File: src/rtl/keccak_pkg.sv
// Shared Keccak/SHAKE constants, the word-count helper and the store-stage
// state encoding.
package keccak_pkg;

  localparam int w              = 64;
  localparam int RATE_SHAKE128  = 1344;
  localparam int RATE_SHAKE256  = 1088;
  localparam int WORDS_SHAKE128 = RATE_SHAKE128 / w;
  localparam int WORDS_SHAKE256 = RATE_SHAKE256 / w;
  localparam int WORD_CNT_W     = 5;

  localparam logic [1:0] SHAKE128_MODE_VEC = 2'b10;
  localparam logic [1:0] SHAKE256_MODE_VEC = 2'b11;

  typedef enum logic [1:0] {
    ST_IDLE,
    ST_WAIT_BLOCK,
    ST_SHIFT,
    ST_FINISH
  } store_state_t;

  // Unknown modes fall back to the SHAKE128 rate.
  function automatic logic [WORD_CNT_W-1:0] words_per_block(input logic [1:0] mode);
    return (mode == SHAKE256_MODE_VEC) ? WORD_CNT_W'(WORDS_SHAKE256)
                                       : WORD_CNT_W'(WORDS_SHAKE128);
  endfunction

endpackage

File: src/rtl/store_datapath_if.sv
// Bundle between the store stage and its neighbours: control from load_datapath,
// the permuted rate block, and the serial output stream.
interface store_datapath_if
  import keccak_pkg::*;
#(
    parameter int WIDTH_SIZE = 32
);
    logic                     start;
    logic [WIDTH_SIZE-1:0]    output_size;
    logic [1:0]               operation_mode;
    logic                     block_valid;
    logic [RATE_SHAKE128-1:0] block_in;
    logic                     block_ready;
    logic                     squeeze_req;
    logic [w-1:0]             data_out;
    logic                     data_out_valid;
    logic                     data_out_ready;
    logic                     data_out_last;
    logic                     done;
    logic                     busy;

    modport master (
        output start, output_size, operation_mode, block_valid, block_in, data_out_ready,
        input  block_ready, squeeze_req, data_out, data_out_valid, data_out_last, done, busy
    );

    modport slave (
        input  start, output_size, operation_mode, block_valid, block_in, data_out_ready,
        output block_ready, squeeze_req, data_out, data_out_valid, data_out_last, done, busy
    );
endinterface

File: src/rtl/piso_buffer.sv
// Parallel-in serial-out word buffer: loads a whole block, then shifts it out
// one WIDTH-bit word per shift, lowest word first.
module piso_buffer #(
    parameter int WIDTH = 64,
    parameter int DEPTH = 21
) (
    input  logic                   clk,
    input  logic                   rst_n,
    input  logic                   load_en_i,
    input  logic                   shift_en_i,
    input  logic [WIDTH*DEPTH-1:0] par_i,
    output logic [WIDTH-1:0]       ser_o
);
    logic [WIDTH*DEPTH-1:0] shreg_q;

    // NOTE: this wide register is reset on purpose: an abort must never leave
    // stale state words that could reappear on data_out.
    always_ff @(posedge clk or negedge rst_n) begin
        if (!rst_n) begin
            shreg_q <= '0;
        end else if (load_en_i) begin
            shreg_q <= par_i;
        end else if (shift_en_i) begin
            shreg_q <= shreg_q >> WIDTH;
        end
    end

    assign ser_o = shreg_q[WIDTH-1:0];
endmodule

File: src/rtl/store_datapath.sv
// SHAKE squeeze output stage: captures the permuted rate, serialises it into
// w-bit words and requests further permutations until the output length is met.
module store_datapath
  import keccak_pkg::*;
#(
    parameter int WIDTH_SIZE = 32
) (
    input  logic            clk,
    input  logic            rst,
    store_datapath_if.slave bus
);
    store_state_t          state_q, state_d;
    logic [WIDTH_SIZE-1:0] bits_left_q, bits_left_d;
    logic [WORD_CNT_W-1:0] wpb_q, wpb_d;
    logic [WORD_CNT_W-1:0] word_cnt_q, word_cnt_d;
    logic                  squeeze_q, squeeze_d;
    logic                  load_en, shift_en;
    logic                  is_last;
    logic [w-1:0]          piso_word;
    logic [6:0]            pad_shift;
    logic [w-1:0]          last_mask;

    assign is_last = (bits_left_q <= WIDTH_SIZE'(w));

    // NOTE: every variable gets its default before the case, so no path can
    // leave one unassigned and infer a latch.
    always_comb begin
        state_d     = state_q;
        bits_left_d = bits_left_q;
        wpb_d       = wpb_q;
        word_cnt_d  = word_cnt_q;
        squeeze_d   = 1'b0;
        load_en     = 1'b0;
        shift_en    = 1'b0;
        case (state_q)
            ST_IDLE: begin
                if (bus.start) begin
                    bits_left_d = bus.output_size;
                    wpb_d       = words_per_block(bus.operation_mode);
                    state_d     = (bus.output_size == '0) ? ST_FINISH : ST_WAIT_BLOCK;
                end
            end
            ST_WAIT_BLOCK: begin
                if (bus.block_valid) begin
                    load_en    = 1'b1;
                    word_cnt_d = wpb_q;
                    state_d    = ST_SHIFT;
                end
            end
            ST_SHIFT: begin
                if (bus.data_out_ready) begin
                    shift_en    = 1'b1;
                    word_cnt_d  = word_cnt_q - WORD_CNT_W'(1);
                    bits_left_d = is_last ? '0 : bits_left_q - WIDTH_SIZE'(w);
                    if (is_last) begin
                        state_d = ST_FINISH;
                    end else if (word_cnt_q == WORD_CNT_W'(1)) begin
                        squeeze_d = 1'b1;
                        state_d   = ST_WAIT_BLOCK;
                    end
                end
            end
            ST_FINISH: state_d = ST_IDLE;
            default:   state_d = ST_IDLE;
        endcase
    end

    // NOTE: state updates use non-blocking assignments so every register
    // samples the pre-edge values regardless of statement order.
    always_ff @(posedge clk or negedge rst) begin
        if (!rst) begin
            state_q     <= ST_IDLE;
            bits_left_q <= '0;
            wpb_q       <= '0;
            word_cnt_q  <= '0;
            squeeze_q   <= 1'b0;
        end else begin
            state_q     <= state_d;
            bits_left_q <= bits_left_d;
            wpb_q       <= wpb_d;
            word_cnt_q  <= word_cnt_d;
            squeeze_q   <= squeeze_d;
        end
    end

    piso_buffer #(
        .WIDTH(w),
        .DEPTH(RATE_SHAKE128 / w)
    ) u_piso (
        .clk       (clk),
        .rst_n     (rst),
        .load_en_i (load_en),
        .shift_en_i(shift_en),
        .par_i     (bus.block_in),
        .ser_o     (piso_word)
    );

    // Keep only the low bits_left bits of a partial final word.
    assign pad_shift = 7'(w) - bits_left_q[6:0];
    assign last_mask = is_last ? ({w{1'b1}} >> pad_shift) : {w{1'b1}};

    assign bus.block_ready    = (state_q == ST_WAIT_BLOCK);
    assign bus.data_out_valid = (state_q == ST_SHIFT);
    assign bus.data_out_last  = (state_q == ST_SHIFT) && is_last;
    assign bus.data_out       = (state_q == ST_SHIFT) ? (piso_word & last_mask) : '0;
    assign bus.squeeze_req    = squeeze_q;
    assign bus.done           = (state_q == ST_FINISH);
    assign bus.busy           = (state_q != ST_IDLE);
endmodule

File: src/flat_wrapper.sv
// flat-port wrapper written by rule: the top's interface ports become plain ports
module store_datapath_flat import keccak_pkg::*;
#(
    parameter int WIDTH_SIZE = 32
)
  (clk, rst, bus_start, bus_output_size, bus_operation_mode, bus_block_valid, bus_block_in, bus_data_out_ready, bus_block_ready, bus_squeeze_req, bus_data_out, bus_data_out_valid, bus_data_out_last, bus_done, bus_busy);
  store_datapath_if #(.WIDTH_SIZE(WIDTH_SIZE)) bus_i ();
  input  logic clk;
  input  logic rst;
  input wire logic [$bits(bus_i.start)-1:0] bus_start;
  input wire logic [$bits(bus_i.output_size)-1:0] bus_output_size;
  input wire logic [$bits(bus_i.operation_mode)-1:0] bus_operation_mode;
  input wire logic [$bits(bus_i.block_valid)-1:0] bus_block_valid;
  input wire logic [$bits(bus_i.block_in)-1:0] bus_block_in;
  input wire logic [$bits(bus_i.data_out_ready)-1:0] bus_data_out_ready;
  output wire logic [$bits(bus_i.block_ready)-1:0] bus_block_ready;
  output wire logic [$bits(bus_i.squeeze_req)-1:0] bus_squeeze_req;
  output wire logic [$bits(bus_i.data_out)-1:0] bus_data_out;
  output wire logic [$bits(bus_i.data_out_valid)-1:0] bus_data_out_valid;
  output wire logic [$bits(bus_i.data_out_last)-1:0] bus_data_out_last;
  output wire logic [$bits(bus_i.done)-1:0] bus_done;
  output wire logic [$bits(bus_i.busy)-1:0] bus_busy;
  assign bus_i.start = bus_start;
  assign bus_i.output_size = bus_output_size;
  assign bus_i.operation_mode = bus_operation_mode;
  assign bus_i.block_valid = bus_block_valid;
  assign bus_i.block_in = bus_block_in;
  assign bus_i.data_out_ready = bus_data_out_ready;
  assign bus_block_ready = bus_i.block_ready;
  assign bus_squeeze_req = bus_i.squeeze_req;
  assign bus_data_out = bus_i.data_out;
  assign bus_data_out_valid = bus_i.data_out_valid;
  assign bus_data_out_last = bus_i.data_out_last;
  assign bus_done = bus_i.done;
  assign bus_busy = bus_i.busy;
  store_datapath #(.WIDTH_SIZE(WIDTH_SIZE)) u_core (.clk(clk), .rst(rst), .bus(bus_i));
endmodule
File: config.mk
export PLATFORM = sky130hd
export DESIGN_NAME = store_datapath_flat
export DESIGN_NICKNAME = d
export VERILOG_FILES = /design/src/rtl/keccak_pkg.sv /design/src/rtl/store_datapath_if.sv /design/src/rtl/piso_buffer.sv /design/src/rtl/store_datapath.sv /design/src/flat_wrapper.sv
export SDC_FILE = /design/constraint.sdc
export NUM_CORES = 2
export LEC_CHECK = 0
export CORE_AREA = 8 8 556 558
export CTS_CLUSTER_DIAMETER = 200
export DETAILED_ROUTE_END_ITERATION = 8
export DIE_AREA = 0 0 564 566
export PLACE_DENSITY = 0.39
export SLEW_MARGIN = 5
export SYNTH_ARGS = -nofsm -noshare
export SYNTH_HDL_FRONTEND = slang
export SYNTH_SLANG_ARGS = --single-unit
File: constraint.sdc
create_clock -name clk -period 5.18 [get_ports clk]
set_input_delay 1.036 -clock clk [delete_from_list [all_inputs] [get_ports clk]]
set_output_delay 1.036 -clock clk [all_outputs]
set_load 0.01 [all_outputs]
==> impl_metrics.ini <==
[critical_path]
crit_buf_inv = 4
critical-path-top-delay-family = simple AND/OR/NAND/NOR gates
worst_ep_required_time_ns = 4.14
crit_path_max_fanout = 29
cpPeakStageDelay_ns = 0.56
crit_path_start_kind = register
critPathKind = reg -> out
crit_top_cell = buf_4
reg2regPathDepth = 9
crit_cells = 9
cp.arrival_ns = 3.95
crit_path_top_delay_cell = or3_1
crit_chain = or4_4 -> or3_1 -> nor3_4 -> buf_4 -> buf_4 -> a21oi_2 -> buf_4 -> o21a_1 -> clkdlybuf4s50_1
end_kind = primary output

[yosys]
syn_nets = 8980
synth_cell_type_count = 58
synth.cell_area_mm2 = 0.06256
synth-edff-count = 0
synthCells = 7589
yosysSeqAreaShare = 0.5544
synthArstFlopShare = 1.000
synth_top_flop_cell = dfrtp_1
yosysWarningCount = 0
synth-seq-cells = 1386
syn_avg_cell_area_um2 = 8.243

[final_layout]
seqCellArea_mm2 = 0.03468
postLayoutCoreUtil = 0.2914
fin_nets = 10160
fill_cells = 32700
fin_area_mm2 = 0.08764
area_growth_pct = 40.09
layout-drive-gt1-share = 0.05006
multi_input_area_mm2 = 0.02552

[clocking]
clk_pin_slew_ns = 0.06
cts_tree = yes
clk_latency_ns = 0.84
ctsHtreeMaxLevel = 4
cts.path.max_buffers = 4
clock_sinks = 1386
cts_made_buffers = 177
hold_buffers = 0
root_buffer = clkbuf_16

[pwr]
p_per_area_mw_per_mm2 = 604.3
ir_worst_vdd_v = 0.0002863
p_leak_nw = 36.60
power_mw = 52.96

[drt]
drc = 0
drt-initial-drc-count = 5256
final_antenna_net_count = 0
wl_per_cell_um = 27.67
wirelength_mm = 357.8
first_pass_iters = 7
vias = 61020
vias_per_cell = 4.719

[sta]
maxSlewViolCount = 0
finalClockSkew_ns = 0.04893
max_slew_margin = 0.2404
worstMarginPinSlew_ns = 1.138
setup_viol = 0
rsz0062_at_grt = false
fin_ws_ns = 0.1965
fin_tns_setup_ns = 0
timing.fmax_mhz = 200.7
fin_crit_sh = 0.9621
period_needed_ns = 4.984
finalHoldViolCount = 0

[floorplanning]
initial_core_util = 0.2080
die_w_um = 564
chipHeight_um = 566
die_area_mm2 = 0.3192
io_pins = 1453
core.rowCount = 202
core_area_mm2 = 0.3008

[global_route]
grt_pass1_wl_mm = 492.0
grt.busiest_layer = met2
grt_max_degree = 146
grt_overflow_total = 0
grt_use_met3 = 0.05392
grtUsageMet2 = 0.3759
globalRouteMet1Util = 0.2616
grt_use_total = 0.2147
grt_pass1_vias = 61820
antenna_found_initial = 217

[run]
drv_cap = 0

[place]
post-dp-hpwl_mm = 281.2
port_buffers = 1452
place_area_mm2 = 0.08187
gp_congestion = 0.8837
pre_cts_slack_ns = 0.8676

[run_status]
status = finished, final reports clean

[min_path]
min_path_type = in -> async
[power by group]
group / internal, mW / switching (mW) / leakage [nW]
Sequential: 15.9 / 3.75 / 15.0
Clock: 7.17 / 5.19 / 2.74
Combinational: 7.47 / 13.5 / 18.8
[placed cells by master (no fill, tap or decap), drive strengths merged, types with 8 or more instances in the layout]
cell | synthesis | routed
or3 | 10 | 10
o211a | 23 | 23
nand3 | 12 | 12
nor3 | 13 | 13
nand2 | 2602 | 2602
inv | 17 | 23
nor4 | 21 | 21
dfrtp | 1386 | 1386
nor2 | 1326 | 1326
ha | 8 | 8
o311a | 12 | 12
clkinv | 0 | 21
clkbuf | 596 | 259
diode | 0 | 62
and3 | 24 | 24
a21oi | 22 | 22
a22o | 78 | 78
o21ai | 38 | 38
a31oi | 1285 | 1285
or2 | 9 | 9
clkdlybuf4s50 | 0 | 1451
buf | 21 | 168
[metrics by stage]
| stage | hold WS [ns] | std cells |
|---|---|---|
| 6_report | 0.1570 | 12930 |
| 5_1_grt | 0.1300 | 12900 |
| 4_1_cts | 0.1054 | 12870 |
| 3_5_place_dp | 0.4811 | 12570 |
| 3_3_place_gp | 0.4831 | 12570 |
| 2_1_floorplan | 0.4659 | 7589 |
[flip-flops by register name, summed over array words and instances (netlist names)]
name,flops
u_core.bus.squeeze_req,1
u_core.u_piso.shreg_q,1344
u_core.bits_left_q,32
u_core.wpb_q,2
u_core.word_cnt_q,5
u_core.state_q,2
[timing repair]
item / CTS / global route
buffers inserted: 2 / 0
endpoints found under the setup margin: 36 / 16
gates resized for setup: 2 / 3
cloned: 0 / 0
pin swaps: 1 / 0
[worst paths after layout]
check,startpoint,to,slack (ns)
max in group asynchronous,rst,u_core.u_piso.shreg_q[10]$_DFFE_PN0P_,3.53
min in group clk,u_core.u_piso.shreg_q[1336]$_DFFE_PN0P_,u_core.u_piso.shreg_q[1336]$_DFFE_PN0P_,0.50
max reg2reg,u_core.state_q[0]$_DFFE_PN0P_,u_core.u_piso.shreg_q[1049]$_DFFE_PN0P_,1.64
max,u_core.bits_left_q[10]$_DFFE_PN0P_,bus_data_out[28],0.20
min,rst,u_core.u_piso.shreg_q[1185]$_DFFE_PN0P_,0.16
min reg2reg,u_core.u_piso.shreg_q[1336]$_DFFE_PN0P_,u_core.u_piso.shreg_q[1336]$_DFFE_PN0P_,0.50
[kinds of logic after synthesis]
family | synth area share
simple gates | 0.2483
compound gates | 0.1561
flops | 0.5544
buf+inv | 0.03846
fa+ha+maj | 0.001600
mux | 0.0006600
xor+xnor | 0.0004201
[cells in the mapped netlist (all sizes together), types with 6 or more instances]
cell,count,area [um2]
a22o,78,683.2
or3,10,62.56
o311a,12,120.1
buf,21,105.1
dfrtp,1386,34680
nor3,13,76.33
nor4,21,143.9
o31ai,6,58.81
a22oi,6,45.04
or2,9,56.31
o211a,23,230.2
a31oi,1285,8039
nand2,2602,9767
and3,24,150.1
o211ai,7,52.55
or4,6,52.55
a21oi,22,110.1
nor2,1326,4977
nand3,12,60.06
ha,8,100.1
o21ai,38,190.2
a221o,7,70.07
clkbuf,596,2237
inv,17,63.81
[layer usage]
layer  vias up  wire [um]
met5         -        719
met4       118      10230
met3       612      25390
met2      2067     176400
met1     30200     145000
li1      28020          -
[area by class of cell]
class,count,share of cell area
diodes,62,0.001770
clock buffers,259,0.05842
clock inverters,39,0.005268
inverters,17,0.0007281
multi-input cells,5569,0.2912
flip-flops and latches,1386,0.3958
well taps,3978,0.05679
repair buffers,1619,0.1901
No activity file was read; power rests on OpenSTA's default activity.
